<file path="src/rtl/imm_gen_stage_pkg.sv">
// Shared types and constants for the immediate-generation stage and its decoder.
package imm_gen_stage_pkg;

  localparam int XLEN_32 = 32;
  localparam int XLEN_64 = 64;

  typedef enum logic [2:0] {
    IMM_I     = 3'b000,
    IMM_S     = 3'b001,
    IMM_B     = 3'b010,
    IMM_J     = 3'b011,
    IMM_U     = 3'b100,
    IMM_SHAMT = 3'b101,
    IMM_ZIMM  = 3'b110,
    IMM_RSV   = 3'b111
  } imm_fmt_e;

  // Occupancy of the output/skid register pair.
  typedef enum logic [1:0] {
    OCC_EMPTY = 2'b00,
    OCC_ONE   = 2'b01,
    OCC_TWO   = 2'b10
  } occ_e;

endpackage

</file>
<file path="src/rtl/imm_decode.sv">
// Combinational immediate extraction and extension; shared by any stage that
// needs RISC-V style immediates.
module imm_decode
  import imm_gen_stage_pkg::*;
#(
  parameter int XLEN = 32
) (
  input  logic [31:0]     instr,
  input  imm_fmt_e        imm_src,
  output logic [XLEN-1:0] imm,
  output logic            illegal
);

  if (XLEN != XLEN_32 && XLEN != XLEN_64) begin : g_xlen_check
    $error("imm_decode: XLEN must be 32 or 64");
  end

  // The opcode field carries no immediate bits.
  logic unused_opcode;
  assign unused_opcode = ^instr[6:0];

  logic [31:0] raw;
  logic        sext;

  // Assemble a 32-bit immediate, then widen to XLEN with sign or zero fill.
  always_comb begin
    raw     = '0;
    sext    = 1'b1;
    illegal = 1'b0;
    case (imm_src)
      IMM_I: raw = {{20{instr[31]}}, instr[31:20]};
      IMM_S: raw = {{20{instr[31]}}, instr[31:25], instr[11:7]};
      IMM_B: raw = {{19{instr[31]}}, instr[31], instr[7], instr[30:25], instr[11:8], 1'b0};
      IMM_J: raw = {{11{instr[31]}}, instr[31], instr[19:12], instr[20], instr[30:21], 1'b0};
      IMM_U: raw = {instr[31:12], 12'b0};
      IMM_SHAMT: begin
        sext = 1'b0;
        if (XLEN == XLEN_64) begin
          raw = {26'b0, instr[25:20]};
        end else begin
          // A 6th shamt bit cannot address a 32-bit operand.
          raw     = {27'b0, instr[24:20]};
          illegal = instr[25];
        end
      end
      IMM_ZIMM: begin
        sext = 1'b0;
        raw  = {27'b0, instr[19:15]};
      end
      default: begin
        sext    = 1'b0;
        raw     = '0;
        illegal = 1'b1;
      end
    endcase
    imm = sext ? XLEN'($signed(raw)) : XLEN'(raw);
  end

endmodule

</file>
<file path="src/rtl/imm_gen_stage.sv">
// Immediate-generation pipeline stage: decode on the input side, then an
// output register backed by one skid register so in_ready can be a flop.
//
//   state     | meaning
//   OCC_EMPTY | nothing held, out_valid=0
//   OCC_ONE   | output register holds an entry, skid empty
//   OCC_TWO   | output and skid both hold entries, in_ready=0
module imm_gen_stage
  import imm_gen_stage_pkg::*;
#(
  parameter int XLEN  = 32,
  parameter int TAG_W = 5
) (
  input  logic             clk,
  input  logic             rst_n,
  input  logic             flush,
  input  logic             in_valid,
  output logic             in_ready,
  input  logic [31:0]      in_instr,
  input  logic [2:0]       in_imm_src,
  input  logic [TAG_W-1:0] in_tag,
  output logic             out_valid,
  input  logic             out_ready,
  output logic [XLEN-1:0]  out_imm,
  output logic [TAG_W-1:0] out_tag,
  output logic             out_illegal
);

  logic [XLEN-1:0] dec_imm;
  logic            dec_illegal;

  imm_decode #(.XLEN(XLEN)) u_imm_decode (
    .instr   (in_instr),
    .imm_src (imm_fmt_e'(in_imm_src)),
    .imm     (dec_imm),
    .illegal (dec_illegal)
  );

  occ_e             occ_q, occ_d;
  logic             in_ready_q, in_ready_d;
  logic [XLEN-1:0]  out_imm_q, out_imm_d, skid_imm_q, skid_imm_d;
  logic [TAG_W-1:0] out_tag_q, out_tag_d, skid_tag_q, skid_tag_d;
  logic             out_ill_q, out_ill_d, skid_ill_q, skid_ill_d;
  logic             accept, drain;

  assign accept = in_valid && in_ready_q;
  assign drain  = (occ_q != OCC_EMPTY) && out_ready;

  // Next occupancy and register contents; flush overrides accept and drain.
  always_comb begin
    occ_d      = occ_q;
    out_imm_d  = out_imm_q;
    out_tag_d  = out_tag_q;
    out_ill_d  = out_ill_q;
    skid_imm_d = skid_imm_q;
    skid_tag_d = skid_tag_q;
    skid_ill_d = skid_ill_q;
    if (flush) begin
      occ_d = OCC_EMPTY;
    end else begin
      case (occ_q)
        OCC_EMPTY: begin
          if (accept) begin
            occ_d     = OCC_ONE;
            out_imm_d = dec_imm;
            out_tag_d = in_tag;
            out_ill_d = dec_illegal;
          end
        end
        OCC_ONE: begin
          if (accept && drain) begin
            out_imm_d = dec_imm;
            out_tag_d = in_tag;
            out_ill_d = dec_illegal;
          end else if (drain) begin
            occ_d = OCC_EMPTY;
          end else if (accept) begin
            occ_d      = OCC_TWO;
            skid_imm_d = dec_imm;
            skid_tag_d = in_tag;
            skid_ill_d = dec_illegal;
          end
        end
        OCC_TWO: begin
          // in_ready is low here, so only a drain can change anything.
          if (drain) begin
            occ_d     = OCC_ONE;
            out_imm_d = skid_imm_q;
            out_tag_d = skid_tag_q;
            out_ill_d = skid_ill_q;
          end
        end
        default: occ_d = OCC_EMPTY;
      endcase
    end
    in_ready_d = (occ_d != OCC_TWO);
  end

  // State and data registers with asynchronous clear.
  always_ff @(posedge clk or negedge rst_n) begin
    if (!rst_n) begin
      occ_q      <= OCC_EMPTY;
      in_ready_q <= 1'b1;
      out_imm_q  <= '0;
      out_tag_q  <= '0;
      out_ill_q  <= 1'b0;
      skid_imm_q <= '0;
      skid_tag_q <= '0;
      skid_ill_q <= 1'b0;
    end else begin
      occ_q      <= occ_d;
      in_ready_q <= in_ready_d;
      out_imm_q  <= out_imm_d;
      out_tag_q  <= out_tag_d;
      out_ill_q  <= out_ill_d;
      skid_imm_q <= skid_imm_d;
      skid_tag_q <= skid_tag_d;
      skid_ill_q <= skid_ill_d;
    end
  end

  assign in_ready    = in_ready_q;
  assign out_valid   = (occ_q != OCC_EMPTY);
  assign out_imm     = out_imm_q;
  assign out_tag     = out_tag_q;
  assign out_illegal = out_ill_q;

endmodule

</file>
<file path="config.mk">
export PLATFORM = sky130hd
export DESIGN_NAME = imm_gen_stage
export DESIGN_NICKNAME = d
export VERILOG_FILES = /design/src/rtl/imm_gen_stage_pkg.sv /design/src/rtl/imm_decode.sv /design/src/rtl/imm_gen_stage.sv
export SDC_FILE = /design/constraint.sdc
export NUM_CORES = 1
export LEC_CHECK = 0
export BUFFER_PORTS_ARGS = -buffer_cell sky130_fd_sc_hd__buf_2
export CORE_MARGIN = 3
export CORE_UTILIZATION = 49
export CTS_CLUSTER_DIAMETER = 200
export DETAILED_ROUTE_END_ITERATION = 10
export PLACE_DENSITY_LB_ADDON = 0.25
export SLEW_MARGIN = 20
export SYNTH_ARGS = -nofsm -noshare
export SYNTH_HDL_FRONTEND = slang
export SYNTH_HIERARCHICAL = 1
export SYNTH_SLANG_ARGS = --single-unit
</file>
<file path="constraint.sdc">
create_clock -name clk -period 1.6 [get_ports clk]
set_input_delay 0.16 -clock clk [delete_from_list [all_inputs] [get_ports clk]]
set_output_delay 0.16 -clock clk [all_outputs]
set_load 0.01 [all_outputs]
</file>
==> metrics.csv <==
stage,metric,value,unit
logic_synthesis,Mapped Nets,393,
drt,Routed Antenna Nets,0,
critical_path,WP data required,1.83,ns
sta,fmax,593.0,MHz
critical_path,WS Path Type,flip-flop to flip-flop,
drt,WL final,9944,um
sta,worst setup margin,-0.08624,ns
sta,slew margin rel.,0.5589,
drt,via count,3012,
drt,metal3 WL,490,um
final_layout,Fillers,579,
logic_synthesis,Seq cells post-synth,79,
die,height of the die,96.35,um
global_routing,vias in the first global route,2865,
die,full die area,9283,sq um
drt,max layer used,met4,
cts,clock buffer count from CTS,9,
sta,Setup-failing EPs final,52,
sta,RSZ-0062 raised after global routing,yes,
drt,Post-route DRC,0,
logic_synthesis,Syn Inst Count,348,
drt,TritonRoute pass-1 iters,4,
logic_synthesis,"Avg Cell Area, Syn",11.49,sq um
logic_synthesis,Yosys top cell by area,dfrtp_1,
logic_synthesis,Post-synth EDFFs,0,
logic_synthesis,sequential share of the synthesized area,0.4945,
die,cell row count,32,
run,Max Cap Viol,0,
sta,final hold vios,0,
sta,Least-Margin Pin Slew,0.6587,ns
placed_design,PortBufs,77,
cts,CTS Root Cell,clkbuf_8,
die,initial core utilization,0.5123,
final_layout,most frequent cells in the layout,"dfrtp_1 (78), buf_2 (76), mux2i_1 (47)",
final_layout,share of post-route cells with drive strength above 1,0.5459,
pwr,leakage power,0.002791,uW
pwr,peak supply drop,645.5,uV
critical_path,maximum fanout along the worst path,19,
logic_synthesis,synthesized cell area,4000,sq um
global_routing,total track usage,0.1995,
die,Die Wd,96.35,um
pwr,pwr dens,1149,nW/um^2
cts,H-tree levels,3,
cts,Max Root-Sink Buffers,2,
cts,Worst-path clk slew,0.08,ns
die,I/O Pins,85,
drt,metal2 WL,5087,um
cts,TritonCTS clock tree,done,
drt,M1 wire length,4257,um
cts,CTS Sinks,79,
logic_synthesis,Yosys warnings,6,
critical_path,CP Launch Type,flip-flop,
global_routing,first-pass GRT wire length,14030,um
drt,via/cell ratio,5.486,
drt,drt wl/cell,18.11,um
global_routing,pin count of the biggest net entering global routing,37,
cts,insertion delay to the later sink of the worst-skew pair,0.35,ns
die,core box area,7807,sq um
logic_synthesis,largest cells by area after synthesis,"dfrtp_1 (49%), mux2i_1 (12%), mux2_4 (7.5%)",
final_layout,final std cells w/o fill,549,
drt,drt initial violations,144,
logic_synthesis,Netlist cell types,37,
placed_design,pre-CTS WS,-0.1525,ns
logic_synthesis,ys async rst share,1.000,
placed_design,Placed Cells,519,
critical_path,critical path endpoint category,flip-flop,
worst_hold_path,Min-Delay Path Class,primary input to flip-flop,
global_routing,initial antenna violation count,0,
logic_synthesis,Synth Flop Type,dfrtp_1,
sta,clock skew,0.002935,ns
global_routing,Overflow after GRT,0,
run_status,failing checks,negative setup slack,
run_status,status,"finished, violations left",
final_layout,# nets final,487,
placed_design,gpl congestion,0.8150,
final_layout,area delta synth->final,36.88,%
sta,"Slew Viols, Final",0,
final_layout,"commonest non-fill, non-tap cell in the layout",dfrtp_1,
sta,min Tclk post-route,1.686,ns
logic_synthesis,Synth top area share,0.4880,
placed_design,HPWL after DPL,6076,um
critical_path,Critical Path AT,1.92,ns
sta,final period utilization,1.054,
final_layout,antenna cells,0,
## worst max-delay path, stage by stage (launching register included)
cell and delay [ns]:
dfstp_2 0.54, nand3b_1 0.10, or3b_4 0.43, buf_12 0.19, mux2_4 0.30
## power by group
group	internal, uW	switching (uW)	total [uW]
clock network	1120	738	1860
registers	2450	325	2770
logic	902	754	1660
total	4470	1820	6290
## registers in the layout, summed over array words and instances, names as in the netlist
register / cells
skid_ill_q: 1
out_illegal: 1
in_ready: 1
out_imm: 32
skid_imm_q: 32
skid_tag_q: 5
out_tag: 5
occ_q: 2
## metrics by stage
step	utilization	setup TNS (ns)	hold slack [ns]	total power (uW)	instance area (sq um)
3_5_place_dp	0.5878	-5.304	0.1103	4032	4589
5_1_grt	0.7013	-6.402	0.04096	6608	5475
3_3_place_gp	0.5878	-4.799	0.1079	3976	4589
2_1_floorplan	-	-2.751	-0.1356	3519	4000
6_report	0.7013	-2.281	0.05526	6288	5475
4_1_cts	0.6276	-2.297	0.03697	5919	4900
## cells in the mapped netlist, types with 4 or more instances
master and instances:
dfrtp_1 78, a21oi_1 47, mux2i_1 47, nor2_1 41, mux2_4 20, mux2_2 19
buf_2 18, a21o_1 11, nor2b_1 11, a31oi_1 8, o22ai_1 8, buf_6 5
clkbuf_1 5, a22oi_1 4
## routing by layer
metal	global-route usage	up-vias
met4	0.08528	0
li1	-	1424
met5	0	-
met2	0.3105	74
met1	0.2725	1505
met3	0.03753	9
## cell families (layout without fill, tap and decap cells)
logic type / after synthesis / in the layout / synth area share
and+or+nand+nor: 64 / 64 / 0.07758
xor gates and xnor gates: 2 / 2 / 0.009072
buffers and inverters: 32 / 131 / 0.04629
muxes: 86 / 86 / 0.2462
DFF: 79 / 79 / 0.4945
AOI/OAI and AO/OA: 85 / 85 / 0.1264
## path summary, 6_finish.rpt
| kind | slack (ns) | from | depth (start not counted) | to |
|---|---|---|---|---|
| setup / recovery | -0.09 | in_ready$_DFF_PN1_ | 4 | skid_imm_q[20]$_DFFE_PN0P_ |
| hold / removal | 0.06 | in_tag[2] | 2 | skid_tag_q[2]$_DFFE_PN0P_ |
| setup reg to reg | -0.09 | in_ready$_DFF_PN1_ | 4 | skid_imm_q[20]$_DFFE_PN0P_ |
| hold reg to reg | 0.51 | skid_tag_q[0]$_DFFE_PN0P_ | 1 | skid_tag_q[0]$_DFFE_PN0P_ |
| max in group asynchronous | 0.73 | rst_n | 3 | skid_imm_q[18]$_DFFE_PN0P_ |
| min in group asynchronous | 0.27 | rst_n | 2 | out_imm[10]$_DFFE_PN0P_ |
## area by class of cell
| type | instances | area (sq um) | share of cell area |
|---|---|---|---|
| Timing Repair Buffer | 113 | 898.4 | 0.1641 |
| Clock buffer | 11 | 151.4 | 0.02765 |
| Multi-Input combinational cell | 237 | 2208 | 0.4033 |
| Sequential cell | 79 | 1978 | 0.3613 |
| Tap cell | 102 | 127.6 | 0.02331 |
| Inverter | 2 | 7.507 | 0.001371 |
| Clock inverter | 5 | 103.9 | 0.01897 |
## repair_timing
item | in CTS | in global routing
gates cloned | 1 | 9
gates resized for setup | 2 | 104
pin swaps | 1 | 0
hold endpoints to repair | 25 | 0
hold buffers | 1 | 0
endpoints found under the setup margin | 74 | 76
setup buffers | 2 | 1
No activity file was read; power rests on OpenSTA's default activity.
